### src/rtl/sensor_conditioner.sv
// Synchronises, debounces and edge-detects the track sensors, then encodes rises into trip events.
// Optional sequence checking is enabled by defining SENSOR_ORDER_CHECK_EN.
module sensor_conditioner #(
    parameter int unsigned N_SENSORS = 6,
    parameter int unsigned DB_CYCLES = 50000,
    parameter int unsigned CNT_W     = 16
) (
    input  logic                 clk,
    input  logic                 rst,
    input  logic [N_SENSORS-1:0] s_raw,
    output logic [N_SENSORS-1:0] s_level,
    output logic [N_SENSORS-1:0] s_rise,
    output logic                 trip_valid,
    output logic [2:0]           trip_id,
    output logic                 multi_trip,
    output logic                 order_err
);

    localparam logic [CNT_W-1:0] CNT_LAST = CNT_W'(DB_CYCLES - 1);

    logic [N_SENSORS-1:0] sync1_q, sync2_q;
    logic [CNT_W-1:0]     cnt_q [N_SENSORS];
    logic [CNT_W-1:0]     cnt_d [N_SENSORS];
    logic [N_SENSORS-1:0] level_q, level_d;
    logic [N_SENSORS-1:0] rise_q, rise_d;
    logic                 trip_valid_q, trip_valid_d;
    logic [2:0]           trip_id_q, trip_id_d;
    logic                 multi_q, multi_d;
    logic                 order_err_q, order_err_d;
    logic [2:0]           id_lo;

    // Debounce: a level flips only after DB_CYCLES consecutive differing samples
    always_comb begin
        level_d = level_q;
        rise_d  = '0;
        for (int i = 0; i < int'(N_SENSORS); i++) begin
            cnt_d[i] = '0;
            if (sync2_q[i] != level_q[i]) begin
                if (cnt_q[i] == CNT_LAST) begin
                    level_d[i] = ~level_q[i];
                    rise_d[i]  = ~level_q[i];
                end else begin
                    cnt_d[i] = cnt_q[i] + CNT_W'(1);
                end
            end
        end
    end

    // Trip encoder: lowest rising sensor wins, its 1-based index is reported
    always_comb begin
        id_lo = '0;
        for (int i = int'(N_SENSORS) - 1; i >= 0; i--) begin
            if (rise_q[i]) id_lo = 3'(i + 1);
        end
        trip_valid_d = |rise_q;
        trip_id_d    = trip_id_q;
        multi_d      = 1'b0;
        if (trip_valid_d) begin
            trip_id_d = id_lo;
            multi_d   = (rise_q & (rise_q - N_SENSORS'(1))) != '0;
        end
    end

`ifdef SENSOR_ORDER_CHECK_EN
    logic [2:0] last_id_q, last_id_d;
    logic [2:0] id_next, id_prev;

    // Each trip must be a neighbour of the previous one, wrapping at the ends
    always_comb begin
        id_next     = (last_id_q == 3'(N_SENSORS)) ? 3'd1 : last_id_q + 3'd1;
        id_prev     = (last_id_q == 3'd1) ? 3'(N_SENSORS) : last_id_q - 3'd1;
        last_id_d   = last_id_q;
        order_err_d = 1'b0;
        if (trip_valid_d) begin
            last_id_d   = id_lo;
            order_err_d = multi_d ||
                          ((last_id_q != 3'd0) && (id_lo != id_next) && (id_lo != id_prev));
        end
    end

    always_ff @(posedge clk or posedge rst) begin
        if (rst) last_id_q <= '0;
        else     last_id_q <= last_id_d;
    end
`else
    assign order_err_d = 1'b0;
`endif

    always_ff @(posedge clk or posedge rst) begin
        if (rst) begin
            sync1_q      <= '0;
            sync2_q      <= '0;
            level_q      <= '0;
            rise_q       <= '0;
            trip_valid_q <= 1'b0;
            trip_id_q    <= '0;
            multi_q      <= 1'b0;
            order_err_q  <= 1'b0;
            for (int i = 0; i < int'(N_SENSORS); i++) cnt_q[i] <= '0;
        end else begin
            sync1_q      <= s_raw;
            sync2_q      <= sync1_q;
            level_q      <= level_d;
            rise_q       <= rise_d;
            trip_valid_q <= trip_valid_d;
            trip_id_q    <= trip_id_d;
            multi_q      <= multi_d;
            order_err_q  <= order_err_d;
            for (int i = 0; i < int'(N_SENSORS); i++) cnt_q[i] <= cnt_d[i];
        end
    end

    assign s_level    = level_q;
    assign s_rise     = rise_q;
    assign trip_valid = trip_valid_q;
    assign trip_id    = trip_id_q;
    assign multi_trip = multi_q;
    assign order_err  = order_err_q;

endmodule

### config.mk
export PLATFORM = sky130hd
export DESIGN_NAME = sensor_conditioner
export DESIGN_NICKNAME = d
export VERILOG_FILES = /design/src/rtl/sensor_conditioner.sv
export SDC_FILE = /design/constraint.sdc
export NUM_CORES = 1
export LEC_CHECK = 0
export BUFFER_PORTS_ARGS = -buffer_cell sky130_fd_sc_hd__clkbuf_2
export CELL_PAD_IN_SITES_DETAIL_PLACEMENT = 0
export CELL_PAD_IN_SITES_GLOBAL_PLACEMENT = 1
export CORE_MARGIN = 5
export CORE_UTILIZATION = 35
export DETAILED_ROUTE_END_ITERATION = 8
export GPL_TIMING_DRIVEN = 1
export PLACE_DENSITY = 0.57
export SLEW_MARGIN = 20
export SYNTH_ARGS = -nofsm -noshare
export SYNTH_HDL_FRONTEND = slang
export SYNTH_SLANG_ARGS = --single-unit
### constraint.sdc
create_clock -name clk -period 8.08 [get_ports clk]
set_input_delay 0.808 -clock clk [delete_from_list [all_inputs] [get_ports clk]]
set_output_delay 0.808 -clock clk [all_outputs]
set_load 0.01 [all_outputs]
# Word level (Yosys, flattened, before mapping)
# Index checks and enable logic that the tools add are counted.
[word_totals]
regBits = 125
latch_bits = 0
ram_bits = 0
rom_bits = 0
input_bits = 8
wordCells = 83
memories = 0
[classes]
addsub = 7
n_mul = 0
div_mod_pow = 0
magnitude_cmp = 0
eq_ne = 12
shift = 0
n_mux = 31
n_bitwise = 7
n_reduce_logical = 8
[ops]
columns = ["operator", "n"]
rows = [
  ["two-way mux 16 bit", 12],
  ["adder 16 x 1 -> 16 bit, second input constant", 6],
  ["== test 16 bit, second input constant", 6],
  ["two-way mux 3 bit", 6],
  ["two-way mux 1 bit", 13],
  ["AND reduction 2 bit", 6],
  ["AND 6 bit", 1],
  ["!= test 1 bit", 6],
  ["inverter 1 bit", 6],
  ["nonzero test 6 bit", 1],
  ["OR reduction 6 bit", 1],
  ["subtractor 6 x 1 -> 6 bit, second input constant", 1],
]

# Longest topological paths before layout
[logic_depth]
word_depth = 6
depth_mapped = 6
depth_no_buf = 5

# Worst setup path after synthesis
# OpenSTA, ideal clock, no wires.
[synth_timing]
path_type = "reg-to-reg"
startpoint = "register cnt_q[75] (netlist name)"
endpoint = "register level_q[1] (netlist: s_level[1])"
arrival_time_ns = 1.784
path_slack_ns = 6.171
path_stages_with_launch = 4
path_buffers = 0
synth_period_minus_slack_ns = 1.909
path_cell_list = "dfrtp_1 > or4b_1 > or4_4 > mux2_4"
[synth_between]
elab_chain_cells = 2
[synth_rtl]
columns = ["element", "line", "text"]
rows = [
  ["from (decl)", "22", "logic [CNT_W-1:0] cnt_q [N_SENSORS];"],
  ["== test 16 bit", "39", "if (cnt_q[i] == CNT_LAST) begin"],
  ["AND reduction 2 bit (no line)", "n/a", ""],
  ["to (signal assigned)", "103", "level_q <= level_d;"],
  ["to (decl)", "24", "logic [N_SENSORS-1:0] level_q, level_d;"],
]
# Every way passes these cells.
# A chain may end at the register's enable or synchronous reset.

==> out/metrics.yaml <==
remaining_drc_errors: 0
crit_path_end_kind: "register"
p_leak_nw: 2.72
power_density_nw_per_um2: 217
dp_hpwl_um: 7560
drt_pass1_iterations: 4
syn2layout_area_growth_pct: 17.0
cts_tree: "done"
worstSetupPathType: "reg -> reg"
ys_warn_count: 0
detail_route.iter0.violations: 217
synth_area_leader_cell: "dfrtp_1"
routed_wl_um: 11300
cts_made_buffers: 17
ys_types: 45
postCtsSetupBuffers: 0
grt_overflow: 0
clk_latency_ns: 0.42
clock_sinks: 125
grt_most_used_layer: "met2"
wire_per_inst_um: 14.0
antenna_found_initial: 0
swShare_pct: 20.6
crit_start: "cnt_q[32]"
vias: 3864
maxCapViolations: 0
grt_pass1_wl_um: 19300
p_total_mw: 1.44
cts.repair.resized: 0
worst_pin_slew_ns: 0.901
core_sq_um: 15900
gp_congestion: 0.770
finalHoldViolCount: 0
die_w_um: 137
seq_area_frac_synth_pct: 55.1
cts-root-buf: "clkbuf_16"
cpLargestDelayFamily: "compound AO/OA/AOI/OAI gates"
ys_ff_latch: 125
path_buf_inv: 1
gr-usage-all-layers_pct: 13.1
final_common_cell: "dfrtp_1"
htreeDepth: 4
reg2reg_slack_ns: 6.00
fin_worst_skew_ns: 0.00721
reg2reg_to: "cnt_q[44]"
slew_violations: 0
combPwrFrac_pct: 2.5
use_met2_pct: 19.6
hold_path_class: "reg -> reg"
r2r_start: "cnt_q[32]"
status: "finished, final reports clean"
io_pins: 26
fin_hold_ws_ns: 0.348
grt_pass1_vias: 3881
clock_path_buffers: 2
period_needed_ns: 2.08
crit_path_cell_trace: "ha_1, nand3_1, o41ai_2, buf_4, nor2_1"
crit_end: "cnt_q[44]"
slowest_stage: "o41ai_2"
cpPeakStageDelay_ns: 0.71
met1_usage_pct: 17.7
grt_max_degree: 73
vias_per_cell: 4.79
synth_edf_count: 0
clkPwrFrac_pct: 52.6
gr-usage-met3_pct: 3.83
postRouteAntennaNets: 0
numPortBuffers: 24
fmax_mhz: 481
synth_area_leaders: "dfrtp_1 55%, xnor2_1 12%, nor2_1 7.7%"
synth_top_area_share_pct: 55.1
postCtsHoldBufs: 0
ys_async_sr_fraction_pct: 100
setup_viol: 0
min_period_over_period_pct: 25.7
num_antenna_cells: 0
arrival_ns: 2.38
nets: 594
ys.flop_type: "dfrtp_1"
syn_avg_cell_area_sq_um: 10.5
clk_pin_slew_worst_paths_ns: 0.05
start_util_pct: 35.7
p_int_mw: 1.14
fillers: 1557
die_h_um: 137
switchingPower_uw: 297
worstPathMaxFanout: 9
drive_gt1_share_pct: 12.7
crit_required_ns: 8.38
relSlewSlack_pct: 39.9
dieArea_sq_um: 18900
reg2reg_depth: 5
syn_inst: 540
vdd_drop_max_uv: 151
fin_setup_tns_ns: 0
final_cell_mix: "125 x dfrtp_1, 116 x nor2_1, 76 x xnor2_1"
cp-start-kind: "register"
rows: 46
syn-cell-area_sq_um: 5670
cp.depth: 5
grt_setup_unrepaired: "no"
syn-num-nets: 554
p_seq_share_pct: 44.9
## final cells by class
class                   count  area [sq um]  share of cell area, %
inverters                  18          70.1                   1.06
flip-flops and latches    125          3130                   47.1
repair buffers             28           150                   2.26
well taps                 216           270                   4.07
clock buffers              23           508                   7.65
clock inverters             7          85.1                   1.28
multi-input cells         390          2430                   36.6
## sequential cells by signal, indices dropped and copies added, names as in the netlist
| register | cells |
|---|---|
| sync1_q | 6 |
| trip_valid | 1 |
| cnt_q | 96 |
| s_level | 6 |
| sync2_q | 6 |
| trip_id | 3 |
| multi_trip | 1 |
| s_rise | 6 |
## power groups by stage
stage / logic, mW / clock network, mW / registers (mW)
after floorplan: 0.0285 / 0 / 0.655
after global placement: 0.0381 / 0 / 0.657
after detailed placement: 0.0386 / 0 / 0.657
after CTS: 0.0387 / 0.780 / 0.646
after global routing: 0.0436 / 0.807 / 0.648
final: 0.0367 / 0.758 / 0.647
## worst min path at each step
stage	start	end	slack, ns	cells past startpoint
floorplan	sync1_q[0]	sync2_q[0]	0.33	0
global placement	sync1_q[2]	sync2_q[2]	0.33	0
detailed placement	sync1_q[0]	sync2_q[0]	0.34	0
CTS	sync1_q[0]	sync2_q[0]	0.35	0
global route	sync1_q[2]	sync2_q[2]	0.36	0
finish	sync1_q[0]	sync2_q[0]	0.35	0
## kinds of logic after synthesis
family / share of synthesized area [%]
xor gates and xnor gates: 13.7
and+or+nand+nor: 24.3
adders and majority gates: 1.50
muxes: 1.26
DFF: 55.1
other: 0.0661
buffers and inverters: 2.05
AOI/OAI and AO/OA: 1.94
## through the flow
stage / utilization, % / cells / instance area, sq um / setup WS, ns
floorplan: - / 540 / 5670 / 3.94
global placement: 38.1 / 777 / 6050 / 5.73
detailed placement: 38.1 / 777 / 6050 / 5.70
CTS: 41.8 / 807 / 6640 / 5.98
global route: 41.8 / 807 / 6640 / 5.78
finish: 41.8 / 807 / 6640 / 6.00
## synth_stat cells, drive strengths merged, types with 2 or more instances
master	number
nor4	24
ha	6
o21ai	2
nand2	23
mux2	6
nor3b	6
nor4bb	2
buf	6
and3	7
a21oi	4
or4bb	2
or4	6
nand3	32
or3	5
nor3	19
inv	18
nor4b	3
xnor2	76
dfrtp	125
nor2	116
xor2	13
o41ai	3
nand4	22
## routing by layer
| layer | vias up | wire length, um | share of wire (%) |
|---|---|---|---|
| met5 | - | 0 | 0 |
| met4 | 0 | 178 | 1.6 |
| met3 | 14 | 408 | 3.6 |
| met2 | 53 | 5060 | 45 |
| li1 | 1928 | - | - |
| met1 | 1869 | 5610 | 50 |
(Power assumes the default switching activity.)
